[src/rtl/pg_serial_carry_resolver_if.sv]
// pg_serial_carry_resolver_if: p/g chunk input stream and sum chunk output stream (out_ovf only under PG_OVF_EN)
interface pg_serial_carry_resolver_if #(
  parameter int CHUNK  = 2,
  parameter int BEAT_W = 4
);
  logic              in_valid;
  logic              in_ready;
  logic [CHUNK-1:0]  in_p;
  logic [CHUNK-1:0]  in_g;
  logic              in_first;
  logic              in_last;
  logic              cin;
  logic              out_valid;
  logic              out_ready;
  logic [CHUNK-1:0]  out_sum;
  logic [BEAT_W-1:0] out_beat;
  logic              out_last;
  logic              out_cout;
  logic              err;
`ifdef PG_OVF_EN
  logic              out_ovf;
  modport master (
    output in_valid, in_p, in_g, in_first, in_last, cin, out_ready,
    input  in_ready, out_valid, out_sum, out_beat, out_last, out_cout, err, out_ovf
  );
  modport slave (
    input  in_valid, in_p, in_g, in_first, in_last, cin, out_ready,
    output in_ready, out_valid, out_sum, out_beat, out_last, out_cout, err, out_ovf
  );
`else
  modport master (
    output in_valid, in_p, in_g, in_first, in_last, cin, out_ready,
    input  in_ready, out_valid, out_sum, out_beat, out_last, out_cout, err
  );
  modport slave (
    input  in_valid, in_p, in_g, in_first, in_last, cin, out_ready,
    output in_ready, out_valid, out_sum, out_beat, out_last, out_cout, err
  );
`endif
endinterface

[src/rtl/pg_serial_carry_resolver.sv]
// pg_serial_carry_resolver: digit-serial carry resolution of p/g chunks into registered sum chunks; PG_OVF_EN adds out_ovf
module pg_serial_carry_resolver #(
  parameter int CHUNK     = 2,
  parameter int MAX_BEATS = 16,
  parameter int BEAT_W    = 4
) (
  input logic clk,
  input logic rst,
  pg_serial_carry_resolver_if.slave bus
);
  typedef enum logic {IDLE, RUN} state_t;
  state_t            state;
  state_t            state_n;
  logic              carry_q;
  logic [BEAT_W-1:0] beat_q;
  logic              accept;
  logic              drop;
  logic              load;
  logic              restart;
  logic              overrun;
  logic              eff_last;
  logic              err_n;
  logic [BEAT_W-1:0] idx;
  logic [CHUNK:0]    c;
  logic [CHUNK-1:0]  sum;

  assign bus.in_ready = !bus.out_valid || bus.out_ready;
  assign accept = bus.in_valid && bus.in_ready;

  // ripple the carry through the chunk, seeded from cin on a first beat
  always_comb begin
    c = '0;
    sum = '0;
    c[0] = bus.in_first ? bus.cin : carry_q;
    for (int i = 0; i < CHUNK; i++) begin
      c[i+1] = bus.in_g[i] | (bus.in_p[i] & c[i]);
      sum[i] = bus.in_p[i] ^ c[i];
    end
  end

  // classify the accepted beat and pick the next FSM state
  always_comb begin
    idx = bus.in_first ? '0 : beat_q;
    drop = accept && state == IDLE && !bus.in_first;
    load = accept && !drop;
    restart = load && state == RUN && bus.in_first;
    eff_last = bus.in_last || idx == BEAT_W'(MAX_BEATS - 1);
    overrun = load && idx == BEAT_W'(MAX_BEATS - 1) && !bus.in_last;
    err_n = drop || restart || overrun;
    state_n = load ? (eff_last ? IDLE : RUN) : state;
  end

  // FSM state register
  always_ff @(posedge clk)
    if (rst) state <= IDLE;
    else state <= state_n;

  // carry/beat tracking and the output register, which holds while stalled
  always_ff @(posedge clk)
    if (rst) begin
      carry_q <= 1'b0;
      beat_q <= '0;
      bus.err <= 1'b0;
      bus.out_valid <= 1'b0;
      bus.out_sum <= '0;
      bus.out_beat <= '0;
      bus.out_last <= 1'b0;
      bus.out_cout <= 1'b0;
`ifdef PG_OVF_EN
      bus.out_ovf <= 1'b0;
`endif
    end else begin
      bus.err <= err_n;
      if (load) begin
        carry_q <= c[CHUNK];
        beat_q <= idx + 1'b1;
        bus.out_valid <= 1'b1;
        bus.out_sum <= sum;
        bus.out_beat <= idx;
        bus.out_last <= eff_last;
        bus.out_cout <= eff_last & c[CHUNK];
`ifdef PG_OVF_EN
        bus.out_ovf <= eff_last & (c[CHUNK] ^ c[CHUNK-1]);
`endif
      end else if (bus.out_ready) begin
        bus.out_valid <= 1'b0;
      end
    end
endmodule
[src/flat_wrapper.sv]
// flat-port wrapper written by rule: the top's interface ports become plain ports
module pg_serial_carry_resolver_flat 
#(
  parameter int CHUNK     = 2,
  parameter int MAX_BEATS = 16,
  parameter int BEAT_W    = 4
)
  (clk, rst, bus_in_valid, bus_in_p, bus_in_g, bus_in_first, bus_in_last, bus_cin, bus_out_ready, bus_in_ready, bus_out_valid, bus_out_sum, bus_out_beat, bus_out_last, bus_out_cout, bus_err);
  pg_serial_carry_resolver_if #(.CHUNK(CHUNK), .BEAT_W(BEAT_W)) bus_i ();
  input logic clk;
  input logic rst;
  input wire logic [$bits(bus_i.in_valid)-1:0] bus_in_valid;
  input wire logic [$bits(bus_i.in_p)-1:0] bus_in_p;
  input wire logic [$bits(bus_i.in_g)-1:0] bus_in_g;
  input wire logic [$bits(bus_i.in_first)-1:0] bus_in_first;
  input wire logic [$bits(bus_i.in_last)-1:0] bus_in_last;
  input wire logic [$bits(bus_i.cin)-1:0] bus_cin;
  input wire logic [$bits(bus_i.out_ready)-1:0] bus_out_ready;
  output wire logic [$bits(bus_i.in_ready)-1:0] bus_in_ready;
  output wire logic [$bits(bus_i.out_valid)-1:0] bus_out_valid;
  output wire logic [$bits(bus_i.out_sum)-1:0] bus_out_sum;
  output wire logic [$bits(bus_i.out_beat)-1:0] bus_out_beat;
  output wire logic [$bits(bus_i.out_last)-1:0] bus_out_last;
  output wire logic [$bits(bus_i.out_cout)-1:0] bus_out_cout;
  output wire logic [$bits(bus_i.err)-1:0] bus_err;
  assign bus_i.in_valid = bus_in_valid;
  assign bus_i.in_p = bus_in_p;
  assign bus_i.in_g = bus_in_g;
  assign bus_i.in_first = bus_in_first;
  assign bus_i.in_last = bus_in_last;
  assign bus_i.cin = bus_cin;
  assign bus_i.out_ready = bus_out_ready;
  assign bus_in_ready = bus_i.in_ready;
  assign bus_out_valid = bus_i.out_valid;
  assign bus_out_sum = bus_i.out_sum;
  assign bus_out_beat = bus_i.out_beat;
  assign bus_out_last = bus_i.out_last;
  assign bus_out_cout = bus_i.out_cout;
  assign bus_err = bus_i.err;
  pg_serial_carry_resolver #(.CHUNK(CHUNK), .MAX_BEATS(MAX_BEATS), .BEAT_W(BEAT_W)) u_core (.clk(clk), .rst(rst), .bus(bus_i));
endmodule
[config.mk]
export PLATFORM = sky130hd
export DESIGN_NAME = pg_serial_carry_resolver_flat
export DESIGN_NICKNAME = d
export VERILOG_FILES = /design/src/rtl/pg_serial_carry_resolver_if.sv /design/src/rtl/pg_serial_carry_resolver.sv /design/src/flat_wrapper.sv
export SDC_FILE = /design/constraint.sdc
export NUM_CORES = 1
export LEC_CHECK = 0
export CAP_MARGIN = 20
export CORE_MARGIN = 2
export CORE_UTILIZATION = 47
export DETAILED_ROUTE_END_ITERATION = 10
export PLACE_DENSITY = 0.86
export SLEW_MARGIN = 30
export SYNTH_ARGS = -nofsm -noshare
export SYNTH_HDL_FRONTEND = slang
export SYNTH_SLANG_ARGS = --single-unit
[constraint.sdc]
create_clock -name clk -period 4 [get_ports clk]
set_input_delay 1 -clock clk [delete_from_list [all_inputs] [get_ports clk]]
set_output_delay 1 -clock clk [all_outputs]
set_load 0.05 [all_outputs]
==> results of run 1 <==
[cell usage in the layout, fill, tap and decap left out, types with 2 or more instances in the layout]
cell | netlist | routed
nor2b_1 | 4 | 4
a21oi_1 | 11 | 11
o21ai_0 | 2 | 2
dfxtp_1 | 16 | 16
nor2_1 | 6 | 6
mux2i_1 | 2 | 2
clkbuf_4 | 0 | 3
ha_1 | 3 | 3
a31oi_1 | 2 | 2
nand2_1 | 13 | 13
clkdlybuf4s50_1 | 0 | 21
a211oi_1 | 2 | 2
[logic make-up after synthesis]
group	synth area share
AND/OR/NAND/NOR	0.219
multiplexers	0.0435
AO/OA/AOI/OAI	0.197
adder cells (fa/ha/maj)	0.0522
buffers and inverters	0.0435
flip-flops	0.445
[path summary, 6_finish.rpt]
check	cells past startpoint	from	slack (ns)	endpoint
max	3	bus_out_ready	0.59	bus_in_ready
min	2	u_core.bus.out_cout$_SDFFE_PP0P_	0.46	u_core.bus.out_cout$_SDFFE_PP0P_
max reg2reg	7	u_core.carry_q$_SDFFE_PP0P_	2.33	u_core.bus.out_cout$_SDFFE_PP0P_
min reg2reg	2	u_core.bus.out_cout$_SDFFE_PP0P_	0.46	u_core.bus.out_cout$_SDFFE_PP0P_
[metal layers]
layer	track usage	wire length, µm	part of all wire	vias up
met2	0.248	651	0.47	14
met3	0.0255	62	0.044	5
met4	0.127	39	0.028	0
met5	0	0	0	-
li1	-	-	-	325
met1	0.218	643	0.46	275
[worst register-to-register path: stages (launching register included)]
cell and delay [ns]:
dfxtp_1 0.32, mux2_2 0.27, ha_1 0.17, or2_2 0.29
ha_1 0.18, nor2_1 0.12, or3_1 0.13, a21oi_1 0.06
[report_power, final]
part | total, mW | switching [mW] | internal, mW | leakage (nW)
combinational | 0.0617 | 0.0352 | 0.0265 | 0.208
clock | 0.0846 | 0.0496 | 0.0350 | 0.0138
sequential | 0.170 | 0.00411 | 0.166 | 0.130
total | 0.316 | 0.0889 | 0.227 | 0.352
[state kept, by name, summed over array words and instances (netlist names)]
signal	flops
u_core.beat_q	4
u_core.bus.out_beat	4
u_core.bus.out_sum	2
u_core.bus.err	1
u_core.bus.out_cout	1
u_core.bus.out_last	1
u_core.bus.out_valid	1
u_core.carry_q	1
u_core.state	1
[per-stage QoR]
step	power [mW]	setup slack (ns)	util	hold WS (ns)	std cells
after floorplan	0.213	1.49	-	0.459	80
after global placement	0.234	0.599	0.627	0.440	113
after detailed placement	0.235	0.579	0.627	0.447	113
after CTS	0.320	0.577	0.642	0.459	116
after global routing	0.327	0.546	0.642	0.483	116
final	0.316	0.588	0.642	0.456	116
[area by class of cell]
class,count,area share
multi-input combinational,59,0.389
sequential,16,0.339
timing repair buffer,21,0.223
inverter,1,0.00397
tap,16,0.0212
clock buffer,3,0.0238
==> metrics.txt, run 1 <==
initial antenna violation count 0; std cell rows 14; Worst EP arrival 2.41 ns; clock skew around 0.00077 ns; P_leak 0.352 nW; hold_buf cts 0; Detail Route Antenna Nets 0; pin count of the biggest net entering global routing 17; most frequent CP cell clkdlybuf4s50_1; Post-synth ARST share 0; multi-input logic area 368 µm²; top cells by area, synth dfxtp_1 45%, a21oi_1 7.7%, nand2_1 6.8%, ha_1 5.2%, nor2b_1 3.5%; Post-synth EDFFs 0; total die area 0.00186 mm²; Worst VDD drop 0.221 mV; TritonCTS clock tree done; CP top delay family buffers and inverters; GR Util All Layers 0.169; Mapped Area around 720 µm²; slowest stage delay, CP 0.80 ns; Critical Path Sink Type output port; clock buffer depth 2; CP max FO 6; routed vias/inst 5.34; Worst-Skew Late Latency about 0.29 ns; cts bufs inserted 3; sequential share of the synthesized area 0.445; Final Cell Area about 940 µm²; Residual DRC 0; CORE AREA roughly 0.0015 mm²; first-iteration detailed-routing DRC count 6; grt ovf 0; run status finished clean; RSZ-0062 raised after global routing false; drt first pass iters 3; Post-synth top cells 16 x dfxtp_1, 13 x nand2_1, 11 x a21oi_1; Die Ht ~43 µm; Least-Margin Pin Slew roughly 0.56 ns; CTS HTree Levels 1; postcts setup bufs 0; I/O pins 22; Nets ~120; Routability Congestion 0.721; Synth area leader dfxtp_1; post-CTS sizing 0; post-synthesis cell count 80; buffer and inverter count on the worst path 2; YS warnings 0; cell with the most instances after synthesis dfxtp_1; Rel. slew slack 0.623; drt total wl 1400 µm; slowest CP cell clkdlybuf4s50_1; Fin. Hold Viols 0; # setup viols final 0; CP cell instances clkdlybuf4s50_1 -> nand2b_4 -> clkdlybuf4s50_1; WS Path Type input pin to output port; Most used DFF post-synth dfxtp_1; Area after DPL 922 µm²; FILL cells 133; Synth cell types 29; kind of start point of the critical path input pin; synth-to-layout area growth 31.3%; vias in the first global route approximately 560; routed len/inst 12.0 µm; initial core utilization 0.489; routed via count 619; Worst Hold Class flop to flop; TNS Setup 0 ns; Reg area between 300 and 400 µm²; Clock Sinks 16; syn_area_per_cell 8.99 µm²; Tmin final ~3.4 ns; share of layout cells above drive strength 1 0.0700; max-slew violation count 0; syn_nets 94; Max-cap violations 0; clock transition at the registers of the reported paths 0.09 ns; period utilisation layout 0.853; Seq cells post-synth 16; first-pass GRT wire length ~2300 µm; die boundary width 43.1 µm; Root Driver clkbuf_4; Peak Freq 293 MHz; I/O Buffers 21; Antenna Diode Count 0; Worst EP required ~3 ns; Synth top area share 0.445; power density cells 335 mW/mm²
(Power assumes the default switching activity.)
==> run 2, diff against run 1 <==
--- a/config.mk
+++ b/config.mk
@@ -9,6 +9,7 @@
 export CORE_MARGIN = 2
 export CORE_UTILIZATION = 47
 export DETAILED_ROUTE_END_ITERATION = 10
+export HOLD_SLACK_MARGIN = 0.03
 export PLACE_DENSITY = 0.86
 export SLEW_MARGIN = 30
 export SYNTH_ARGS = -nofsm -noshare
==> results of run 2 <==
The final DEF is identical to that of run 1; final timing and power are the same.
